## config.mk

```make
export PLATFORM = sky130hd
export DESIGN_NAME = cpld_bus_ctrl_flat
export DESIGN_NICKNAME = d
export VERILOG_FILES = /design/src/rtl/cpld_bus_ctrl_if.sv /design/src/rtl/cpld_bus_ctrl.sv /design/src/flat_wrapper.sv
export SDC_FILE = /design/constraint.sdc
export NUM_CORES = 1
export LEC_CHECK = 0
export CELL_PAD_IN_SITES_DETAIL_PLACEMENT = 0
export CELL_PAD_IN_SITES_GLOBAL_PLACEMENT = 2
export CORE_ASPECT_RATIO = 1.2
export CORE_MARGIN = 4
export CORE_UTILIZATION = 36
export CTS_CLUSTER_SIZE = 40
export DETAILED_ROUTE_END_ITERATION = 8
export GPL_ROUTABILITY_DRIVEN = 0
export PLACE_DENSITY = 0.81
export SLEW_MARGIN = 20
export SYNTH_ARGS = -nofsm -noshare
export SYNTH_HDL_FRONTEND = slang
export SYNTH_SLANG_ARGS = --single-unit
```

## constraint.sdc

```tcl
create_clock -name clk -period 2.4 [get_ports clk]
set_clock_uncertainty 0.1 [all_clocks]
set_input_delay 0.24 -clock clk [delete_from_list [all_inputs] [get_ports clk]]
set_output_delay 0.24 -clock clk [all_outputs]
set_load 0.05 [all_outputs]
```

## src/rtl/cpld_bus_ctrl_if.sv

```systemverilog
// Host CPLD bus and register-file side signals of cpld_bus_ctrl.
// The master modport is the controller; the slave modport is its environment
// (pad buffer plus register file).
interface cpld_bus_ctrl_if #(
  parameter int DATA_W = 8,
  parameter int ADDR_W = 8
);
  logic              ale;
  logic              rd;
  logic              wr;
  logic [DATA_W-1:0] bus_in;
  logic [DATA_W-1:0] bus_out;
  logic              bus_oe;
  logic [ADDR_W-1:0] reg_addr;
  logic [DATA_W-1:0] reg_wdata;
  logic              reg_we;
  logic              reg_re;
  logic [DATA_W-1:0] reg_rdata;
  logic              reg_rvalid;

  modport master (
    input  ale, rd, wr, bus_in, reg_rdata, reg_rvalid,
    output bus_out, bus_oe, reg_addr, reg_wdata, reg_we, reg_re
  );

  modport slave (
    output ale, rd, wr, bus_in, reg_rdata, reg_rvalid,
    input  bus_out, bus_oe, reg_addr, reg_wdata, reg_we, reg_re
  );
endinterface

```

## src/rtl/cpld_bus_ctrl.sv

```systemverilog
// Front end for the multiplexed host CPLD bus: synchronises ALE/RD/WR and the
// bus pads, latches the address phase, turns host accesses into one-cycle
// register-file strobes and owns the pad driver enable.
//
// state    | meaning
// ---------+-------------------------------------------------------------
// IDLE     | no read outstanding; writes and reads are accepted here
// RD_WAIT  | reg_re issued, waiting for reg_rvalid or the timeout
// RD_DRIVE | read data on the pads while the host keeps RD high
module cpld_bus_ctrl #(
  parameter int DATA_W      = 8,
  parameter int ADDR_W      = 8,
  parameter int SYNC_STAGES = 2,
  parameter int TIMEOUT     = 16,
  parameter int AUTO_INC    = 0
) (
  input  logic            clk,
  input  logic            rst_n,
  cpld_bus_ctrl_if.master cbus,
  output logic            busy,
  output logic            err_timeout,
  output logic            err_proto,
  input  logic            err_clr
);
  localparam int CNT_W = $clog2(TIMEOUT + 1);

  typedef enum logic [1:0] {
    IDLE     = 2'd0,
    RD_WAIT  = 2'd1,
    RD_DRIVE = 2'd2
  } state_t;

  state_t                 state;
  logic [CNT_W-1:0]       cnt;
  logic                   abort_q;

  logic [SYNC_STAGES-1:0] ale_sync;
  logic [SYNC_STAGES-1:0] rd_sync;
  logic [SYNC_STAGES-1:0] wr_sync;
  logic [DATA_W-1:0]      bus_sync [SYNC_STAGES];
  logic                   ale_d;
  logic                   rd_d;
  logic                   wr_d;

  logic                   ale_s;
  logic                   rd_s;
  logic                   wr_s;
  logic [DATA_W-1:0]      bus_s;
  logic                   ale_rise;
  logic                   rd_rise;
  logic                   rd_fall;
  logic                   wr_rise;

  logic                   wr_go;
  logic                   rd_go;
  logic                   proto_set;
  logic                   timeout_hit;
  logic                   wait_end;
  logic                   rd_done;

  assign ale_s    = ale_sync[SYNC_STAGES-1];
  assign rd_s     = rd_sync[SYNC_STAGES-1];
  assign wr_s     = wr_sync[SYNC_STAGES-1];
  assign bus_s    = bus_sync[SYNC_STAGES-1];
  assign ale_rise = ale_s & ~ale_d;
  assign rd_rise  = rd_s & ~rd_d;
  assign rd_fall  = ~rd_s & rd_d;
  assign wr_rise  = wr_s & ~wr_d;
  assign busy     = (state != IDLE);

  // Synchronise host strobes and bus pads with equal depth so data lines up with edges.
  always_ff @(posedge clk or negedge rst_n) begin
    if (!rst_n) begin
      ale_sync <= '0;
      rd_sync  <= '0;
      wr_sync  <= '0;
      for (int i = 0; i < SYNC_STAGES; i++) bus_sync[i] <= '0;
      ale_d    <= 1'b0;
      rd_d     <= 1'b0;
      wr_d     <= 1'b0;
    end else begin
      ale_sync    <= {ale_sync[SYNC_STAGES-2:0], cbus.ale};
      rd_sync     <= {rd_sync[SYNC_STAGES-2:0], cbus.rd};
      wr_sync     <= {wr_sync[SYNC_STAGES-2:0], cbus.wr};
      bus_sync[0] <= cbus.bus_in;
      for (int i = 1; i < SYNC_STAGES; i++) bus_sync[i] <= bus_sync[i-1];
      ale_d       <= ale_s;
      rd_d        <= rd_s;
      wr_d        <= wr_s;
    end
  end

  // Arbitrate coincident strobe edges and detect the end of the read wait.
  always_comb begin
    proto_set   = (ale_rise & (rd_rise | wr_rise)) | (rd_rise & wr_rise)
                | (wr_rise & (state != IDLE));
    wr_go       = (state == IDLE) & wr_rise & ~rd_rise & ~ale_rise;
    rd_go       = (state == IDLE) & rd_rise & ~wr_rise & ~ale_rise;
    timeout_hit = (state == RD_WAIT) & ~cbus.reg_rvalid & (cnt == CNT_W'(TIMEOUT));
    wait_end    = (state == RD_WAIT) & (cbus.reg_rvalid | (cnt == CNT_W'(TIMEOUT)));
    rd_done     = (wait_end & (abort_q | rd_fall)) | ((state == RD_DRIVE) & rd_fall);
  end

  // Access sequencer: write strobe, read request, wait/timeout and pad drive.
  always_ff @(posedge clk or negedge rst_n) begin
    if (!rst_n) begin
      state          <= IDLE;
      cnt            <= '0;
      abort_q        <= 1'b0;
      cbus.reg_we    <= 1'b0;
      cbus.reg_re    <= 1'b0;
      cbus.reg_wdata <= '0;
      cbus.bus_oe    <= 1'b0;
      cbus.bus_out   <= '0;
    end else begin
      cbus.reg_we <= 1'b0;
      cbus.reg_re <= 1'b0;
      case (state)
        IDLE: begin
          if (wr_go) begin
            cbus.reg_wdata <= bus_s;
            cbus.reg_we    <= 1'b1;
          end else if (rd_go) begin
            cbus.reg_re <= 1'b1;
            cnt         <= '0;
            abort_q     <= 1'b0;
            state       <= RD_WAIT;
          end
        end
        RD_WAIT: begin
          if (rd_fall) abort_q <= 1'b1;
          if (wait_end) begin
            // A host that already let go of RD never sees the data.
            if (abort_q | rd_fall) begin
              state <= IDLE;
            end else begin
              state        <= RD_DRIVE;
              cbus.bus_oe  <= 1'b1;
              cbus.bus_out <= cbus.reg_rvalid ? cbus.reg_rdata : '1;
            end
          end else begin
            cnt <= cnt + CNT_W'(1);
          end
        end
        RD_DRIVE: begin
          if (rd_fall) begin
            state        <= IDLE;
            cbus.bus_oe  <= 1'b0;
            cbus.bus_out <= '0;
          end
        end
        default: state <= IDLE;
      endcase
    end
  end

  // Address latch; a new address phase takes precedence over auto-increment.
  always_ff @(posedge clk or negedge rst_n) begin
    if (!rst_n) begin
      cbus.reg_addr <= '0;
    end else if (ale_rise) begin
      cbus.reg_addr <= bus_s[ADDR_W-1:0];
    end else if ((AUTO_INC != 0) && (cbus.reg_we || rd_done)) begin
      cbus.reg_addr <= cbus.reg_addr + ADDR_W'(1);
    end
  end

  // Sticky error flags; a set event in the same cycle beats err_clr.
  always_ff @(posedge clk or negedge rst_n) begin
    if (!rst_n) begin
      err_timeout <= 1'b0;
      err_proto   <= 1'b0;
    end else begin
      err_timeout <= (err_timeout & ~err_clr) | timeout_hit;
      err_proto   <= (err_proto & ~err_clr) | proto_set;
    end
  end
endmodule

```

## src/flat_wrapper.sv

```systemverilog
// flat-port wrapper written by rule: the top's interface ports become plain ports
module cpld_bus_ctrl_flat 
#(
  parameter int DATA_W      = 8,
  parameter int ADDR_W      = 8,
  parameter int SYNC_STAGES = 2,
  parameter int TIMEOUT     = 16,
  parameter int AUTO_INC    = 0
)
  (clk, rst_n, busy, err_timeout, err_proto, err_clr, cbus_ale, cbus_rd, cbus_wr, cbus_bus_in, cbus_reg_rdata, cbus_reg_rvalid, cbus_bus_out, cbus_bus_oe, cbus_reg_addr, cbus_reg_wdata, cbus_reg_we, cbus_reg_re);
  cpld_bus_ctrl_if #(.DATA_W(DATA_W), .ADDR_W(ADDR_W)) cbus_i ();
  input  logic clk;
  input  logic rst_n;
  output logic busy;
  output logic err_timeout;
  output logic err_proto;
  input  logic err_clr;
  input wire logic [$bits(cbus_i.ale)-1:0] cbus_ale;
  input wire logic [$bits(cbus_i.rd)-1:0] cbus_rd;
  input wire logic [$bits(cbus_i.wr)-1:0] cbus_wr;
  input wire logic [$bits(cbus_i.bus_in)-1:0] cbus_bus_in;
  input wire logic [$bits(cbus_i.reg_rdata)-1:0] cbus_reg_rdata;
  input wire logic [$bits(cbus_i.reg_rvalid)-1:0] cbus_reg_rvalid;
  output wire logic [$bits(cbus_i.bus_out)-1:0] cbus_bus_out;
  output wire logic [$bits(cbus_i.bus_oe)-1:0] cbus_bus_oe;
  output wire logic [$bits(cbus_i.reg_addr)-1:0] cbus_reg_addr;
  output wire logic [$bits(cbus_i.reg_wdata)-1:0] cbus_reg_wdata;
  output wire logic [$bits(cbus_i.reg_we)-1:0] cbus_reg_we;
  output wire logic [$bits(cbus_i.reg_re)-1:0] cbus_reg_re;
  assign cbus_i.ale = cbus_ale;
  assign cbus_i.rd = cbus_rd;
  assign cbus_i.wr = cbus_wr;
  assign cbus_i.bus_in = cbus_bus_in;
  assign cbus_i.reg_rdata = cbus_reg_rdata;
  assign cbus_i.reg_rvalid = cbus_reg_rvalid;
  assign cbus_bus_out = cbus_i.bus_out;
  assign cbus_bus_oe = cbus_i.bus_oe;
  assign cbus_reg_addr = cbus_i.reg_addr;
  assign cbus_reg_wdata = cbus_i.reg_wdata;
  assign cbus_reg_we = cbus_i.reg_we;
  assign cbus_reg_re = cbus_i.reg_re;
  cpld_bus_ctrl #(.DATA_W(DATA_W), .ADDR_W(ADDR_W), .SYNC_STAGES(SYNC_STAGES), .TIMEOUT(TIMEOUT), .AUTO_INC(AUTO_INC)) u_core (.clk(clk), .rst_n(rst_n), .cbus(cbus_i), .busy(busy), .err_timeout(err_timeout), .err_proto(err_proto), .err_clr(err_clr));
endmodule
```

==> summary.txt, run 1 <==
Status -> completed
Syn. warnings -> 0
Synth Net Count -> 179
Largest cells by area after synthesis -> dfrtp_1, mux2_2, a21boi_0
CTS Buf Count -> 9
Ports -> 53
Rel. slew slack -> 49.7%
Final WL -> 4210 um
CP Launch Type -> flip-flop
Multi-input gate area -> 647 um2
DR vias -> 1,372
CP Capture Type -> output pin
CP arrival -> 1720 ps
Fillers -> 547
Seq/Total Area, Yosys -> 69.4%
Final hold violations -> 0
Port Buf Inserts -> 52
Drt first pass iters -> 4
Cell total after placement -> 287
Die ar. -> 7540 um2
Cell variety after synth -> 30
Cell Chain, Critical Path -> or2_4, clkdlybuf4s50_1
Finished Layout Cells -> 304
Global-route wire length before repair -> 7010 um
Power per cell area -> 1190 nW/um2
Synth top area share -> 69.4%
Routed len/inst -> 13.8 um
Register area -> 1550 um2
DRC Markers -> 0
Post-DRT Antenna Nets -> 0
Commonest cells after routing, fill and taps aside -> dfrtp_1, clkdlybuf4s50_1, mux2_2, nand2_1, clkbuf_8
CP Buf/Inv Count -> 1
Mean Syn Cell Area -> 14.5 um2
Hold crit path type -> flip-flop to flip-flop
Syn Inst Count -> 154
Synthesis-to-finish area growth -> 36.0%
F_max -> 0.484 GHz
# setup viols final -> 0
Gr ovfl total -> 0
Setup TNS -> 0 ps
Worst ir drop on vdd -> 652 uV
RSZ-0062 raised after global routing -> no
Max Root-Sink Buffers -> 2
GRT Util Overall -> 12.3%
Setup Buffers After CTS -> 0
Leakage power -> 1.31 nW
Post-detail-place hpwl -> 2860 um
Die height -> 94.4 um
Commonest non-fill, non-tap cell in the layout -> dfrtp_1
CTS clk-pin slew, worst paths -> 70 ps
Largest net degree at the start of global routing -> 63
Maxcap violations -> 0
Finished Core Util -> 50.3%
Slowest stage delay, CP -> 710 ps
Die width -> 80.0 um
Seq cells post-synth -> 62
Row cnt -> 31
Number of global-route vias before repair -> 1,483
Fin crit period -> 2060 ps
CTS tree -> done
Slew Limit Fails -> 0
GR Util met1 -> 15.7%
Critical path class -> flip-flop to output pin
Initial antenna violation count -> 0
Synth Cell Area -> 2240 um2
Worst Tran Pin Value -> 754 ps
Root buf cell -> clkbuf_8
NumNets Final -> 242
Met3 GRT Util -> 4.39%
Clock sinks -> 62
Layout cells sized above 1 -> 19.4%
Final period util -> 86.0%
Antenna cells -> 0
Cell taking the most area after synthesis -> dfrtp_1
Critical path's top delay family -> buffers and inverters
Placeable Area -> 6050 um2
CP Data Required Time -> 2060 ps
Vias per inst -> 4.51
Initial core utilization -> 37.0%
CP max FO -> 4
Global route hottest layer -> met2
Critical-path top delay cell -> clkdlybuf4s50_1
Starting DRT DRC Count -> 36
Grt met2 use -> 18.0%
H-tree depth -> 3
Clk_lat worst skew -> 320 ps
-- metal layers --
metal	wire, um	part of all wire (%)
met3	313	7.4
met4	45	1.1
met5	0	0
met2	1940	46
met1	1910	45
-- final cells by class --
class	count	share of cell area, %
Sequential cell	62	51.0
Multi-Input combinational cell	82	21.3
Timing Repair Buffer	55	17.8
Clock buffer	10	4.52
Tap cell	82	3.37
Clock inverter	6	1.23
Inverter	7	0.863
-- cell families (layout without fill, tap and decap cells) --
logic type                 after synthesis  after routing  share of synthesized area, %
AOI/OAI and AO/OA                       22             22                          7.16
xor gates and xnor gates                 1              1                         0.392
muxes                                   16             16                          8.05
and+or+nand+nor                         41             41                          12.2
DFF                                     62             62                          69.4
buffers and inverters                   10             78                          1.73
adders and majority gates                2              2                          1.12
-- final timing paths --
kind,start,endpoint,slack (ps),cells past startpoint
hold reg to reg,u_core.bus_sync[8],u_core.bus_s[0],250,0
setup reg to reg,u_core.cnt[0],u_core.cnt[3],690,6
hold / removal,u_core.bus_sync[8],u_core.bus_s[0],250,0
min in group asynchronous,rst_n,u_core.cnt[0],490,3
max in group asynchronous,rst_n,u_core.cbus.reg_wdata[5],1200,3
setup / recovery,u_core.state[0],busy,340,2
-- registers in the layout (all words and copies together), names as in the netlist, 2 cells and up --
name and flops:
u_core.state 2, u_core.cbus.reg_addr 8, u_core.cbus.reg_wdata 8, u_core.wr_sync 2, u_core.bus_s 8, u_core.ale_sync 2, u_core.rd_sync 2, u_core.cbus.bus_out 8
u_core.cnt 5, u_core.bus_sync 8
-- per-stage QoR --
| stage | instance area (um2) | worst slack (ps) | hold WS, ps | power (mW) |
|---|---|---|---|---|
| CTS | 3040 | 311 | 233 | 3.68 |
| finish | 3040 | 335 | 249 | 3.62 |
| detailed placement | 2860 | 555 | 235 | 2.87 |
| global placement | 2860 | 584 | 233 | 2.85 |
| floorplan | 2240 | 824 | -156 | 2.35 |
| global route | 3040 | 280 | 235 | 3.81 |
-- repair_timing --
action	4_1_cts	5_1_grt
hold endpoints to repair	7	0
gates resized for setup	0	0
hold buffers	1	0
-- report_power, final --
| part | switching (mW) | total (mW) | internal, mW |
|---|---|---|---|
| logic | 0.923 | 1.43 | 0.505 |
| registers | 0.132 | 1.41 | 1.28 |
| clock network | 0.388 | 0.784 | 0.396 |
| total | 1.44 | 3.62 | 2.18 |
-- synth_stat cells --
| cell type | instances |
|---|---|
| a21boi_0 | 8 |
| a21o_1 | 1 |
| a21oi_1 | 3 |
| a22o_1 | 2 |
| a31oi_1 | 1 |
| and4bb_2 | 1 |
| buf_2 | 1 |
| clkbuf_1 | 2 |
| dfrtp_1 | 62 |
| ha_1 | 2 |
| inv_1 | 7 |
| mux2_2 | 16 |
| nand2_1 | 12 |
| nand2b_1 | 4 |
| nand3_1 | 2 |
| nand3_2 | 1 |
| nand3b_1 | 8 |
| nor2_1 | 3 |
| nor2_2 | 1 |
| nor2b_1 | 3 |
| nor3_1 | 1 |
| nor3_4 | 2 |
| nor4_4 | 1 |
| o21ai_0 | 4 |
| o21ai_4 | 1 |
| o2bb2ai_1 | 1 |
| o32ai_1 | 1 |
| or2_4 | 1 |
| or3_1 | 1 |
| xnor2_1 | 1 |
-- worst register-to-register path, stage by stage, from the launching register on --
cell	delay (ps)
dfrtp_1	370
inv_1	80
ha_1	200
and4bb_2	270
nor3_4	260
nor2_2	80
a22o_1	240
No activity file was read; power rests on OpenSTA's default activity.
==> run 2, diff against run 1 <==
--- a/config.mk
+++ b/config.mk
@@ -5,6 +5,7 @@
 export SDC_FILE = /design/constraint.sdc
 export NUM_CORES = 1
 export LEC_CHECK = 0
+export ABC_CLOCK_PERIOD_IN_PS = 2400
 export CELL_PAD_IN_SITES_DETAIL_PLACEMENT = 0
 export CELL_PAD_IN_SITES_GLOBAL_PLACEMENT = 2
 export CORE_ASPECT_RATIO = 1.2
==> results of run 2 <==
Final layout, timing and power as in run 1 (identical DEF).
